File: config.mk
export PLATFORM = sky130hd
export DESIGN_NAME = axi_lite_slave_regs
export DESIGN_NICKNAME = d
export VERILOG_FILES = /design/src/rtl/axi_lite_slave_regs.sv
export SDC_FILE = /design/constraint.sdc
export NUM_CORES = 1
export LEC_CHECK = 0
export CAP_MARGIN = 40
export CORE_MARGIN = 5
export CORE_UTILIZATION = 40
export DETAILED_ROUTE_END_ITERATION = 6
export DONT_BUFFER_PORTS = 1
export PLACE_DENSITY = 0.52
export SYNTH_ARGS = -nofsm -noshare
export SYNTH_HDL_FRONTEND = slang
export SYNTH_SLANG_ARGS = --single-unit
File: constraint.sdc
create_clock -name CLK -period 6.7 [get_ports CLK]
set_input_delay 1.675 -clock CLK [delete_from_list [all_inputs] [get_ports CLK]]
set_output_delay 1.675 -clock CLK [all_outputs]
set_load 0.005 [all_outputs]
File: src/rtl/axi_lite_slave_regs.sv
// AXI4-Lite responder fronting a bank of NREG full-word control registers.
// Write (AW/W/B) and read (AR/R) paths are independent; every register is also exported flat.
module axi_lite_slave_regs #(
  parameter int unsigned AW   = 32,
  parameter int unsigned DW   = 32,
  parameter int unsigned NREG = 8
) (
  input  logic               CLK,
  input  logic               RESETn,
  input  logic               AWVALID,
  input  logic [AW-1:0]      AWADDR,
  output logic               AWREADY,
  input  logic               WVALID,
  input  logic [DW-1:0]      WDATA,
  output logic               WREADY,
  output logic               BVALID,
  output logic [1:0]         BRESP,
  input  logic               BREADY,
  input  logic               ARVALID,
  input  logic [AW-1:0]      ARADDR,
  output logic               ARREADY,
  output logic               RVALID,
  output logic [DW-1:0]      RDATA,
  output logic [1:0]         RRESP,
  input  logic               RREADY,
  output logic [NREG*DW-1:0] REG_OUT
);

  localparam int unsigned XW = AW - 2;
  localparam int unsigned IW = (NREG > 1) ? $clog2(NREG) : 1;
  localparam logic [1:0] RESP_OKAY   = 2'b00;
  localparam logic [1:0] RESP_SLVERR = 2'b10;

  typedef enum logic {W_IDLE, W_RESP} w_state_t;
  typedef enum logic {R_IDLE, R_DATA} r_state_t;

  w_state_t      w_state;
  r_state_t      r_state;
  logic          aw_held;
  logic          w_held;
  logic [XW-1:0] aw_idx_q;
  logic [DW-1:0] w_data_q;
  logic [DW-1:0] regs [NREG];

  // Byte-lane bits of the address carry no meaning for word-only registers.
  logic unused_addr_lsbs;
  assign unused_addr_lsbs = &{1'b0, AWADDR[1:0], ARADDR[1:0]};

  assign AWREADY = (w_state == W_IDLE) && !aw_held;
  assign WREADY  = (w_state == W_IDLE) && !w_held;
  assign ARREADY = (r_state == R_IDLE);

  // Commit happens on the edge where both address and data are available.
  logic          aw_hs_c;
  logic          w_hs_c;
  logic          wr_fire_c;
  logic [XW-1:0] wr_idx_c;
  logic [DW-1:0] wr_data_c;
  logic          wr_ok_c;
  logic [XW-1:0] rd_idx_c;
  logic          rd_ok_c;

  assign aw_hs_c   = AWVALID && AWREADY;
  assign w_hs_c    = WVALID && WREADY;
  assign wr_fire_c = (w_state == W_IDLE) && (aw_held || aw_hs_c) && (w_held || w_hs_c);
  assign wr_idx_c  = aw_held ? aw_idx_q : AWADDR[AW-1:2];
  assign wr_data_c = w_held ? w_data_q : WDATA;
  assign wr_ok_c   = (wr_idx_c < XW'(NREG));
  assign rd_idx_c  = ARADDR[AW-1:2];
  assign rd_ok_c   = (rd_idx_c < XW'(NREG));

  always_ff @(posedge CLK or negedge RESETn) begin
    if (!RESETn) begin
      for (int i = 0; i < int'(NREG); i++) regs[i] <= '0;
    end else if (wr_fire_c && wr_ok_c) begin
      regs[IW'(wr_idx_c)] <= wr_data_c;
    end
  end

  for (genvar g = 0; g < int'(NREG); g++) begin : g_reg_out
    assign REG_OUT[g*DW +: DW] = regs[g];
  end

  always_ff @(posedge CLK or negedge RESETn) begin
    if (!RESETn) begin
      w_state  <= W_IDLE;
      aw_held  <= 1'b0;
      w_held   <= 1'b0;
      aw_idx_q <= '0;
      w_data_q <= '0;
      BVALID   <= 1'b0;
      BRESP    <= RESP_OKAY;
    end else begin
      case (w_state)
        W_IDLE: begin
          if (aw_hs_c) begin
            aw_held  <= 1'b1;
            aw_idx_q <= AWADDR[AW-1:2];
          end
          if (w_hs_c) begin
            w_held   <= 1'b1;
            w_data_q <= WDATA;
          end
          if (wr_fire_c) begin
            BVALID  <= 1'b1;
            BRESP   <= wr_ok_c ? RESP_OKAY : RESP_SLVERR;
            w_state <= W_RESP;
          end
        end
        W_RESP: begin
          if (BREADY) begin
            BVALID  <= 1'b0;
            aw_held <= 1'b0;
            w_held  <= 1'b0;
            w_state <= W_IDLE;
          end
        end
        default: w_state <= W_IDLE;
      endcase
    end
  end

  // Read capture uses the pre-edge register value, so a same-edge write is not visible.
  always_ff @(posedge CLK or negedge RESETn) begin
    if (!RESETn) begin
      r_state <= R_IDLE;
      RVALID  <= 1'b0;
      RDATA   <= '0;
      RRESP   <= RESP_OKAY;
    end else begin
      case (r_state)
        R_IDLE: begin
          if (ARVALID) begin
            RVALID  <= 1'b1;
            RDATA   <= rd_ok_c ? regs[IW'(rd_idx_c)] : '0;
            RRESP   <= rd_ok_c ? RESP_OKAY : RESP_SLVERR;
            r_state <= R_DATA;
          end
        end
        R_DATA: begin
          if (RREADY) begin
            RVALID  <= 1'b0;
            r_state <= R_IDLE;
          end
        end
        default: r_state <= R_IDLE;
      endcase
    end
  end

endmodule

* After elaboration in Yosys (flattened, before gate mapping) *
Cells that the tools add are included.
W data, S select, Z words.

cells by class
  mux-type cells = 27
  reductions and logical operators = 20
  magnitude comparators = 5
  equal/unequal tests = 6
  bitwise logic cells = 4

operator list
  cell                   number
  $bwmux W256            1
  $mux W32               5
  $bmux W32 S3           1
  $demux W32 S3          1
  $lt A30 B4 Y1 const B  2
  $mux W30               1
  $reduce_and A2 Y1      8
  $ne A2 B2 Y1 const B   6
  $pmux W1 S2            6
  $mux W1                10
  $ge A4 B4 Y1 const B   2
  $logic_and A1 B1 Y1    8
  $not A3 Y4             2
  $lt A4 B1 Y1 const B   1
  $mux W2                2
  $logic_not A1 Y1       2
  $logic_or A1 B1 Y1     2
  $not A1 Y1             2

storage, ports and cells
  flip-flop bits (word level) = 360
  logic and storage cells = 81
  input port bits = 103

* Depth between registers and ports, before layout *
  word-level depth = 8
  mapped depth = 7
  depth with buffers taken out = 5

* Worst setup path after synthesis *
Ideal clock, no wire load.

  kind = input port to flip-flop
  start point = in AWVALID
  end point = reg regs (netlist bit REG_OUT[188])
  path slack = 3.353 ns
  required time = 6.573 ns
  library setup time = 0.127 ns
  arrival time = 3.220 ns
  stages = 6
  cell sequence = nor2_1 -> or3_4 -> a21oi_4 -> nand4_4 -> buf_6 -> mux2_1

on the way
  longest elaborated chain between the ends = 5

RTL lines
  what                               RTL line  RTL
  start, declared                    10        input logic AWVALID,
  $logic_and A1 B1 Y1                63        assign aw_hs_c = AWVALID && AWREADY;
  $logic_or A1 B1 Y1                 65        assign wr_fire_c = (w_state == W_IDLE) && (aw_held || aw_hs_c) && (w_held || w_hs_c);
  $logic_and A1 B1 Y1 (2 in series)  65
  $logic_and A1 B1 Y1                75        end else if (wr_fire_c && wr_ok_c) begin
  end signal, assigned by index      76        regs[IW'(wr_idx_c)] <= wr_data_c;
  end, declared                      43        logic [DW-1:0] regs [NREG];

Every way passes these cells.
A chain may end at the register's enable or synchronous reset.

* Worst setup path after layout *
  start point = in AWADDR[16]
  end point = reg regs (netlist bit REG_OUT[200])

on the way
  longest elaborated chain between the ends = 3

RTL lines
  what                 RTL line  RTL
  start, declared      11        input logic [AW-1:0] AWADDR,
  $mux W30             66        assign wr_idx_c = aw_held ? aw_idx_q : AWADDR[AW-1:2];
  $lt A30 B4 Y1        68        assign wr_ok_c = (wr_idx_c < XW'(NREG));
  $logic_and A1 B1 Y1  75

Every way passes these cells.

==> metrics.txt <==
outcome completed; post-CTS setup buffer count 0; layout cells sized above 1 0.4750; WP data required 7.13 ns; achievable frequency 0.2850 GHz; via count 8915; Seq/Total Area, Yosys 0.5547; WS Path Type in -> reg; hold_sp r_state; Final nets 1114; minimum clock period ~3.5 ns; Critical Path Start AWADDR[16]; DIE HEIGHT 210.9 um; GRT Overall Usage 0.2068; Hold Crit Depth 1; first-pass detailed-route iteration total 4; Mapped Cells 1016; Commonest cells post-synth dfrtp_1, mux2_2, mux4_2, mux2_4, nand2_1; count of cell types in the netlist 36; CP endpoint kind register; reg2reg path depth 6; ANT nets after route 0; hold crit path type reg -> reg; Core Footprint 0.03982 mm2; largest net degree at the start of global routing 359; Async SR Flop Fraction 1.000; RSZ-0062 raised after global routing false; DRC viols 0; Worst R2R Start aw_held; synthesized area 0.01615 mm2; Synth Warn # 0; area growth from synthesis to layout 11.47%; H-tree Lvls 2; first-pass GRT wire length 68.76 mm; worst-path fanout max 17; wire length per cell about 30 um; DP HPWL 30.12 mm; cell taking the most area after synthesis dfrtp_1; final WL 46.67 mm; n_diodes 0; CTS Buf Count 42; max-cap viol count 0; top area cells in the synthesized netlist dfrtp_1, mux2_2, mux4_2, mux2_4, mux2i_1; drt initial violations between 600 and 700; Slew headroom 0.08029; most common cell in the netlist dfrtp_1; CP Launch Type primary input; post-synth top area share 0.5547; clock-pin slew on the worst setup and hold paths 0.06 ns; # hold bufs at CTS 0; Hold EP RVALID; # setup viols final 0; critical path arrival 3.94 ns; VDD IR-drop max 0.0001980 V; Sink Count 358; TritonCTS clock tree done; worst slew pin tran 1.380 ns; # IOs 400; Post-CTS Resized 0; CTS root buf clkbuf_16; Clk Latency, worst-skew pair 0.56 ns; vias in the first global route 9447; TNS Setup 0 ns; number of I/O port buffers 0; Row Count 73; number of synthesized register bits 358; Avg Cell Area, Syn 15.90 um2; clk_skew around 0.018 ns; RD Place Congestion about 0.77; EDFF count, synth 0; Final Max Slew Viols 0; Initial Util 0.4056; r2r setup slk 3.53 ns; Clock Tree Buf Depth 3; die width between 200 and 250 um; DIE AREA 0.04450 mm2; total grt overflow 0; final-report hold violation count 0; Critical R2R Capture REG_OUT[200]; initial antenna violation count 0; power per cell area 327.0 mW/mm2; top_reg_cell synth dfrtp_1; Pleak 8.447 nW; Tcrit/Tclk final 0.5237; Hold Slack ~0.46 ns; vias per cell approximately 5.7
[stage by stage]
stage | worst slack [ns] | cells | util | power, mW | area, um2
2_1_floorplan | 3.353 | 1017 | - | 3.361 | 16160
3_3_place_gp | 2.268 | 1483 | 0.4123 | 3.586 | 16420
3_5_place_dp | 2.607 | 1492 | 0.4168 | 3.619 | 16600
4_1_cts | 3.203 | 1567 | 0.4521 | 5.972 | 18000
5_1_grt | 3.061 | 1567 | 0.4521 | 6.161 | 18000
6_report | 3.191 | 1567 | 0.4521 | 5.887 | 18000
[cell families after synthesis]
group,after synthesis,share of synthesized area
compound gates,48,0.01805
simple gates,92,0.03571
mux,444,0.3622
buf+inv,73,0.02920
flops,358,0.5547
other cells,1,0.0002322
[worst max-delay path, stage by stage]
cell and delay, ns:
nor4_1 0.27, nand2_1 0.14, a21oi_4 0.51, nand4_4 0.60, buf_12 0.39, mux2_4 0.31
[sequential cells by signal, summed over array words and instances, names as in the netlist]
signal	cells
REG_OUT	256
RDATA	32
w_data_q	32
aw_idx_q	30
BRESP	1
BVALID	1
RRESP	1
RVALID	1
aw_held	1
r_state	1
w_held	1
w_state	1
[where the power goes]
part           internal (mW)  switching (mW)
registers               2.43           0.199
clock network           1.42           0.906
logic                  0.461           0.474
[placed cells by master, fill, tap and decap left out, drive strengths merged, types with 10 or more instances in the layout]
cell	Yosys	routed
o21ai	36	36
mux4	64	64
mux2	348	348
buf	43	13
clkbuf	20	64
mux2i	32	32
nor4	15	15
inv	10	10
dfrtp	358	358
nand4	11	11
nand2	44	44
[final cells by class]
class,instances,area (um2)
Fill cell,3585,21820
Sequential cell,358,8960
Multi-Input combinational cell,586,6735
Clock buffer,64,1267
Tap cell,525,656.9
Timing Repair Buffer,13,210.2
Clock inverter,11,137.6
Inverter,10,37.54
[metal layers]
metal	GRT usage	part of all wire	up-vias
met4	0.05701	0.022	0
met3	0.08495	0.10	61
met2	0.3298	0.48	310
met1	0.2628	0.40	4758
met5	0	0	-
li1	-	-	3786
[how the worst max path moves through the flow]
stage,endpoint,slack (ns),cells after the start
2_1_floorplan,REG_OUT[188],3.35,6
3_3_place_gp,REG_OUT[205],2.27,5
3_5_place_dp,REG_OUT[195],2.61,6
4_1_cts,REG_OUT[198],3.20,6
5_1_grt,REG_OUT[195],3.06,6
6_report,REG_OUT[200],3.19,6
(Power assumes the default switching activity.)
